**config.mk**
```make
export PLATFORM = sky130hd
export DESIGN_NAME = serial_word_receiver
export DESIGN_NICKNAME = d
export VERILOG_FILES = /design/src/rtl/serial_word_receiver.sv
export SDC_FILE = /design/constraint.sdc
export NUM_CORES = 1
export LEC_CHECK = 0
export ABC_AREA = 1
export ABC_CLOCK_PERIOD_IN_PS = 1600
export BUFFER_PORTS_ARGS = -buffer_cell sky130_fd_sc_hd__buf_2
export CAP_MARGIN = 10
export CORE_MARGIN = 2
export CORE_UTILIZATION = 53
export DETAILED_ROUTE_END_ITERATION = 12
export PLACE_DENSITY = 0.76
export SETUP_SLACK_MARGIN = 0.05
export SYNTH_ARGS = -nofsm -noshare
export SYNTH_HDL_FRONTEND = slang
export SYNTH_SLANG_ARGS = --single-unit
```
**constraint.sdc**
```tcl
create_clock -name clk -period 1.6 [get_ports clk]
set_input_delay 0.32 -clock clk [delete_from_list [all_inputs] [get_ports clk]]
set_output_delay 0.32 -clock clk [all_outputs]
set_load 0.05 [all_outputs]
```
**src/rtl/serial_word_receiver.sv**
```systemverilog
// serial_word_receiver
//   Deserialises an LSB-first bit stream into WIDTH-bit words and hands them
//   to a consumer through a valid/ready output register.
//
// Ports
//   clk        rising-edge clock for all state
//   reset      synchronous active-high reset
//   s_in       serial data bit
//   s_valid    qualifies s_in; bits are only taken when high
//   s_start    marks the current accepted bit as bit 0 of a new frame
//   d_out      last completed word (registered)
//   d_valid    d_out holds a word not yet taken by the consumer
//   d_ready    consumer takes d_out on an edge with d_valid & d_ready
//   busy       a frame is partially received
//   frame_err  one-cycle pulse on a framing error
//   overrun    sticky: a completed word was dropped; cleared only by reset

module serial_word_receiver #(
  parameter int unsigned WIDTH = 8
) (
  input  logic             clk,
  input  logic             reset,
  input  logic             s_in,
  input  logic             s_valid,
  input  logic             s_start,
  output logic [WIDTH-1:0] d_out,
  output logic             d_valid,
  input  logic             d_ready,
  output logic             busy,
  output logic             frame_err,
  output logic             overrun
);

  localparam int unsigned CntW = $clog2(WIDTH + 1);
  localparam logic [CntW-1:0] LastCnt = CntW'(WIDTH - 1);
  localparam logic [CntW-1:0] OneCnt  = CntW'(1);

  typedef enum logic [0:0] {
    StIdle,
    StShift
  } state_e;

  state_e           state_q, state_d;
  logic [CntW-1:0]  cnt_q, cnt_d;
  logic [WIDTH-1:0] shreg_q, shreg_d;
  logic [WIDTH-1:0] dout_q, dout_d;
  logic             dvalid_q, dvalid_d;
  logic             ferr_q, ferr_d;
  logic             ovr_q, ovr_d;

  logic             complete;
  logic [WIDTH-1:0] word;
  logic [WIDTH-1:0] first_bit;

  // Word as it would look after shifting in the current bit.
  assign word      = {s_in, shreg_q[WIDTH-1:1]};
  // A new frame starts with only the MSB populated so no stale bits leak in.
  assign first_bit = {s_in, {(WIDTH - 1){1'b0}}};

  // Frame FSM: next state, shift register, bit counter, framing errors.
  always_comb begin
    state_d  = state_q;
    cnt_d    = cnt_q;
    shreg_d  = shreg_q;
    ferr_d   = 1'b0;
    complete = 1'b0;

    unique case (state_q)
      StIdle: begin
        if (s_valid) begin
          if (s_start) begin
            shreg_d = first_bit;
            cnt_d   = OneCnt;
            state_d = StShift;
          end else begin
            // Stray bit outside a frame: discard it.
            ferr_d = 1'b1;
          end
        end
      end

      StShift: begin
        if (s_valid) begin
          if (s_start) begin
            // Abandon the partial frame; this bit becomes bit 0 of a new one.
            ferr_d  = 1'b1;
            shreg_d = first_bit;
            cnt_d   = OneCnt;
          end else if (cnt_q == LastCnt) begin
            complete = 1'b1;
            shreg_d  = '0;
            cnt_d    = '0;
            state_d  = StIdle;
          end else begin
            shreg_d = word;
            cnt_d   = cnt_q + OneCnt;
          end
        end
      end

      default: begin
        state_d = StIdle;
        cnt_d   = '0;
        shreg_d = '0;
      end
    endcase
  end

  // Output register: a finished word is dropped only when the held word is
  // still pending and the consumer is not taking it on this same edge.
  always_comb begin
    dout_d   = dout_q;
    dvalid_d = dvalid_q;
    ovr_d    = ovr_q;

    if (complete) begin
      if (!dvalid_q || d_ready) begin
        dout_d   = word;
        dvalid_d = 1'b1;
      end else begin
        ovr_d = 1'b1;
      end
    end else if (dvalid_q && d_ready) begin
      dvalid_d = 1'b0;
    end
  end

  always_ff @(posedge clk) begin
    if (reset) begin
      state_q  <= StIdle;
      cnt_q    <= '0;
      shreg_q  <= '0;
      dout_q   <= '0;
      dvalid_q <= 1'b0;
      ferr_q   <= 1'b0;
      ovr_q    <= 1'b0;
    end else begin
      state_q  <= state_d;
      cnt_q    <= cnt_d;
      shreg_q  <= shreg_d;
      dout_q   <= dout_d;
      dvalid_q <= dvalid_d;
      ferr_q   <= ferr_d;
      ovr_q    <= ovr_d;
    end
  end

  assign d_out     = dout_q;
  assign d_valid   = dvalid_q;
  assign busy      = (state_q == StShift);
  assign frame_err = ferr_q;
  assign overrun   = ovr_q;

`ifndef SYNTHESIS
  // Counter never rests beyond the last bit index.
  a_cnt_range : assert property (@(posedge clk) disable iff (reset)
    cnt_q <= LastCnt);

  // Counter is zero exactly when idle.
  a_cnt_idle : assert property (@(posedge clk) disable iff (reset)
    (state_q == StIdle) == (cnt_q == '0));

  // A held, unconsumed word must not change.
  a_dout_stable : assert property (@(posedge clk) disable iff (reset)
    (dvalid_q && !d_ready) |=> (dout_q == $past(dout_q)));

  // Overrun is sticky outside reset.
  a_ovr_sticky : assert property (@(posedge clk) disable iff (reset)
    ovr_q |=> ovr_q);
`endif

endmodule

```
==> flow_metrics.tcl <==
set metrics [dict create \
    timing.setup.tns_ns 0 \
    final_cell_mix "38 x nand2_1, 32 x inv_1, 23 x dfxtp_1, 17 x buf_2, 13 x nand3_1" \
    core-area_sq_mm 0.00192 \
    cp_max_fo 12 \
    antenna_found_initial 0 \
    leakagePower_uw 0.000574 \
    drive_above_1_share_pct 17.5 \
    cp_cell_sequence "ha_1, nand3_2, nor2_8, nand2_4, nand2_1, inv_1, nor2_1" \
    die_area_sq_mm 0.00238 \
    clock_sinks 23 \
    synth_seq_cells 23 \
    fin_crit_sh_pct 87.8 \
    clock_latency_ns 0.31 \
    grt_pass1_vias 775 \
    slew_headroom_pct 79.9 \
    timing.rr.start "cnt_q[0]$_SDFFE_PP0P_" \
    ys_seq_area_share_pct 43.3 \
    ir_drop_uv 461 \
    start_kind "flop" \
    utilization_pct 61.7 \
    fmax_mhz 712 \
    io_pins 18 \
    synth_cells 148 \
    hpwl_microns 1390 \
    cts-buffers-inserted 3 \
    fin_ws_ns 0.196 \
    overflow 0 \
    grt_busiest_layer "met2" \
    rsz0062_at_grt "no" \
    grt_use_met2_pct 27.2 \
    die-height_microns 48.8 \
    grtUsageTotal_pct 18.0 \
    min_to "shreg_q[7]$_SDFFE_PP0P_" \
    synthFlopType "dfxtp_1" \
    reg2reg_depth 7 \
    dp_slack_ns 0.213 \
    final-setup-viol-count 0 \
    start_util_pct 55.3 \
    outcome "complete, no violations" \
    die_width_microns 48.8 \
    ctsHtreeMaxLevel 1 \
    yosysWarnings 0 \
    yosysTopAreaCell "dfxtp_1" \
    final_nets 174 \
    mostFrequentLayoutCell "nand2_1" \
    cp.arrival_ns 1.66 \
    clock-root-buffer "clkbuf_4" \
    postCtsSetupRepairBufs 0 \
    grtUsageMet1_pct 24.5 \
    drtIter0Drc 22 \
    hold_viol 0 \
    synth_top_family_by_area "simple AND/OR/NAND/NOR gates" \
    io_buffers 17 \
    pwr_density_cell_mw_per_mm2 784 \
    syn_area_per_cell_sq_um 7.18 \
    clkSlewWorstSetupHoldPaths_ns 0.13 \
    required_ns 1.86 \
    synth_adder_area_share_pct 1.18 \
    syn2layout_area_growth_pct 11.5 \
    worst-r2r-setup-slack_ns 0.20 \
    wl_microns 1860 \
    cts_buffer_depth 2 \
    rr_endpoint "d_out[4]$_SDFFE_PP0P_" \
    async_reset_ff_share_pct 0 \
    row_count 16 \
    crit_slowest_cell "dfxtp_1" \
    slew_viol_final 0 \
    drc 0 \
    syn_nets 155 \
    grt_use_met3_pct 3.99 \
    worstMarginPinSlew_ns 0.301 \
    cp_slowest_stage_delay_ns 0.42 \
    ctsHoldBuffers 0 \
    cts_resized 0 \
    criticalPathCategory "reg -> reg" \
    synthMuxAreaShare_pct 0 \
    finalCriticalPeriod_ns 1.40 \
    vias 872 \
    globalplace.congestion 0.793 \
    finalClockSkew_ns 0.00604 \
    cts_tree "built" \
    worstHoldPathCells 3 \
    min_path_type "in -> reg" \
    synth_top_area_share_pct 43.3 \
    yosys.area_share.simple_pct 33.0 \
    wl_per_cell_microns 9.62 \
    ys_top_cells_by_area "dfxtp_1 43%, nand2_1 13%, inv_1 11%, nand3_1 6.1%, a21oi_1 4.7%" \
    synth.cell_area_sq_mm 0.00106 \
    synthXorXnorAreaFrac_pct 0 \
    synth_edf_count 0 \
    via_per_inst 4.52 \
    diodes 0 \
    grt_pass1_wl_microns 3340 \
    ys_types 23 \
    cp-end-kind "flop" \
    synth_compound_gate_area_share_pct 8.60 \
    antenna_left 0 \
    first_pass_iters 4 \
    grt_start_max_net_pins 14 \
    hp-start "s_in" \
    maxCapViolCount 0 \
]
synthesized netlist by cell type, types with 2 or more instances:
library cell   n
nor3_1         2
nor2_1        12
nand2_4        2
dfxtp_1       23
nand2_1       38
o21ai_0        2
nand3_1       13
a21oi_1       10
inv_1         32
worst max-delay path, delay by kind of cell (launching register included):
family                   cells  cell delay, ns
adder cells (fa/ha/maj)      1            0.23
buffers and inverters        1            0.04
flip-flops                   1            0.42
AND/OR/NAND/NOR              5            0.67
state kept, by name, indices dropped and copies added, names as in the netlist:
name       cells
busy           1
cnt_q          4
frame_err      1
shreg_q        7
d_valid        1
overrun        1
d_out          8
where the power goes:
part,switching (uW),internal (uW)
sequential,7.89,581
clock,178,93.5
combinational,48.8,19.7
layout make-up:
| cell class | count | area [sq um] |
|---|---|---|
| multi-input combinational | 89 | 454 |
| clock inverter | 1 | 5.00 |
| sequential | 23 | 460 |
| inverter | 33 | 124 |
| clock buffer | 3 | 22.5 |
| fill | 185 | 737 |
| tap | 27 | 33.8 |
| timing repair buffer | 17 | 85.1 |
kinds of logic after synthesis:
kind of cell,count (synthesis)
compound gates,16
fa+ha+maj,1
buf+inv,36
flops,23
simple gates,72
layer usage:
metal | routed length (microns) | up-vias
li1 | - | 485
met1 | 937 | 367
met2 | 799 | 16
met3 | 75 | 4
met4 | 44 | 0
met5 | 0 | -
metrics by stage:
stage / cells / total power [uW] / hold WS (ns) / instance area [sq um]
after CTS: 193 / 936 / 0.263 / 1180
after floorplan: 148 / 648 / 0.398 / 1060
final: 193 / 929 / 0.262 / 1180
after detailed placement: 189 / 670 / 0.455 / 1160
after global routing: 193 / 967 / 0.268 / 1180
after global placement: 189 / 669 / 0.447 / 1160
worst max path at each step:
stage | from | to | slack (ns) | cells after the start
2_1_floorplan | busy$_SDFF_PP0_ | d_out[0]$_SDFFE_PP0P_ | 0.17 | 6
3_3_place_gp | cnt_q[0]$_SDFFE_PP0P_ | d_out[1]$_SDFFE_PP0P_ | 0.31 | 7
3_5_place_dp | cnt_q[0]$_SDFFE_PP0P_ | d_out[4]$_SDFFE_PP0P_ | 0.21 | 7
4_1_cts | cnt_q[0]$_SDFFE_PP0P_ | d_out[4]$_SDFFE_PP0P_ | 0.18 | 7
5_1_grt | cnt_q[0]$_SDFFE_PP0P_ | d_out[4]$_SDFFE_PP0P_ | 0.05 | 7
6_report | cnt_q[0]$_SDFFE_PP0P_ | d_out[4]$_SDFFE_PP0P_ | 0.20 | 7
Power figures use the tool's default switching activity.
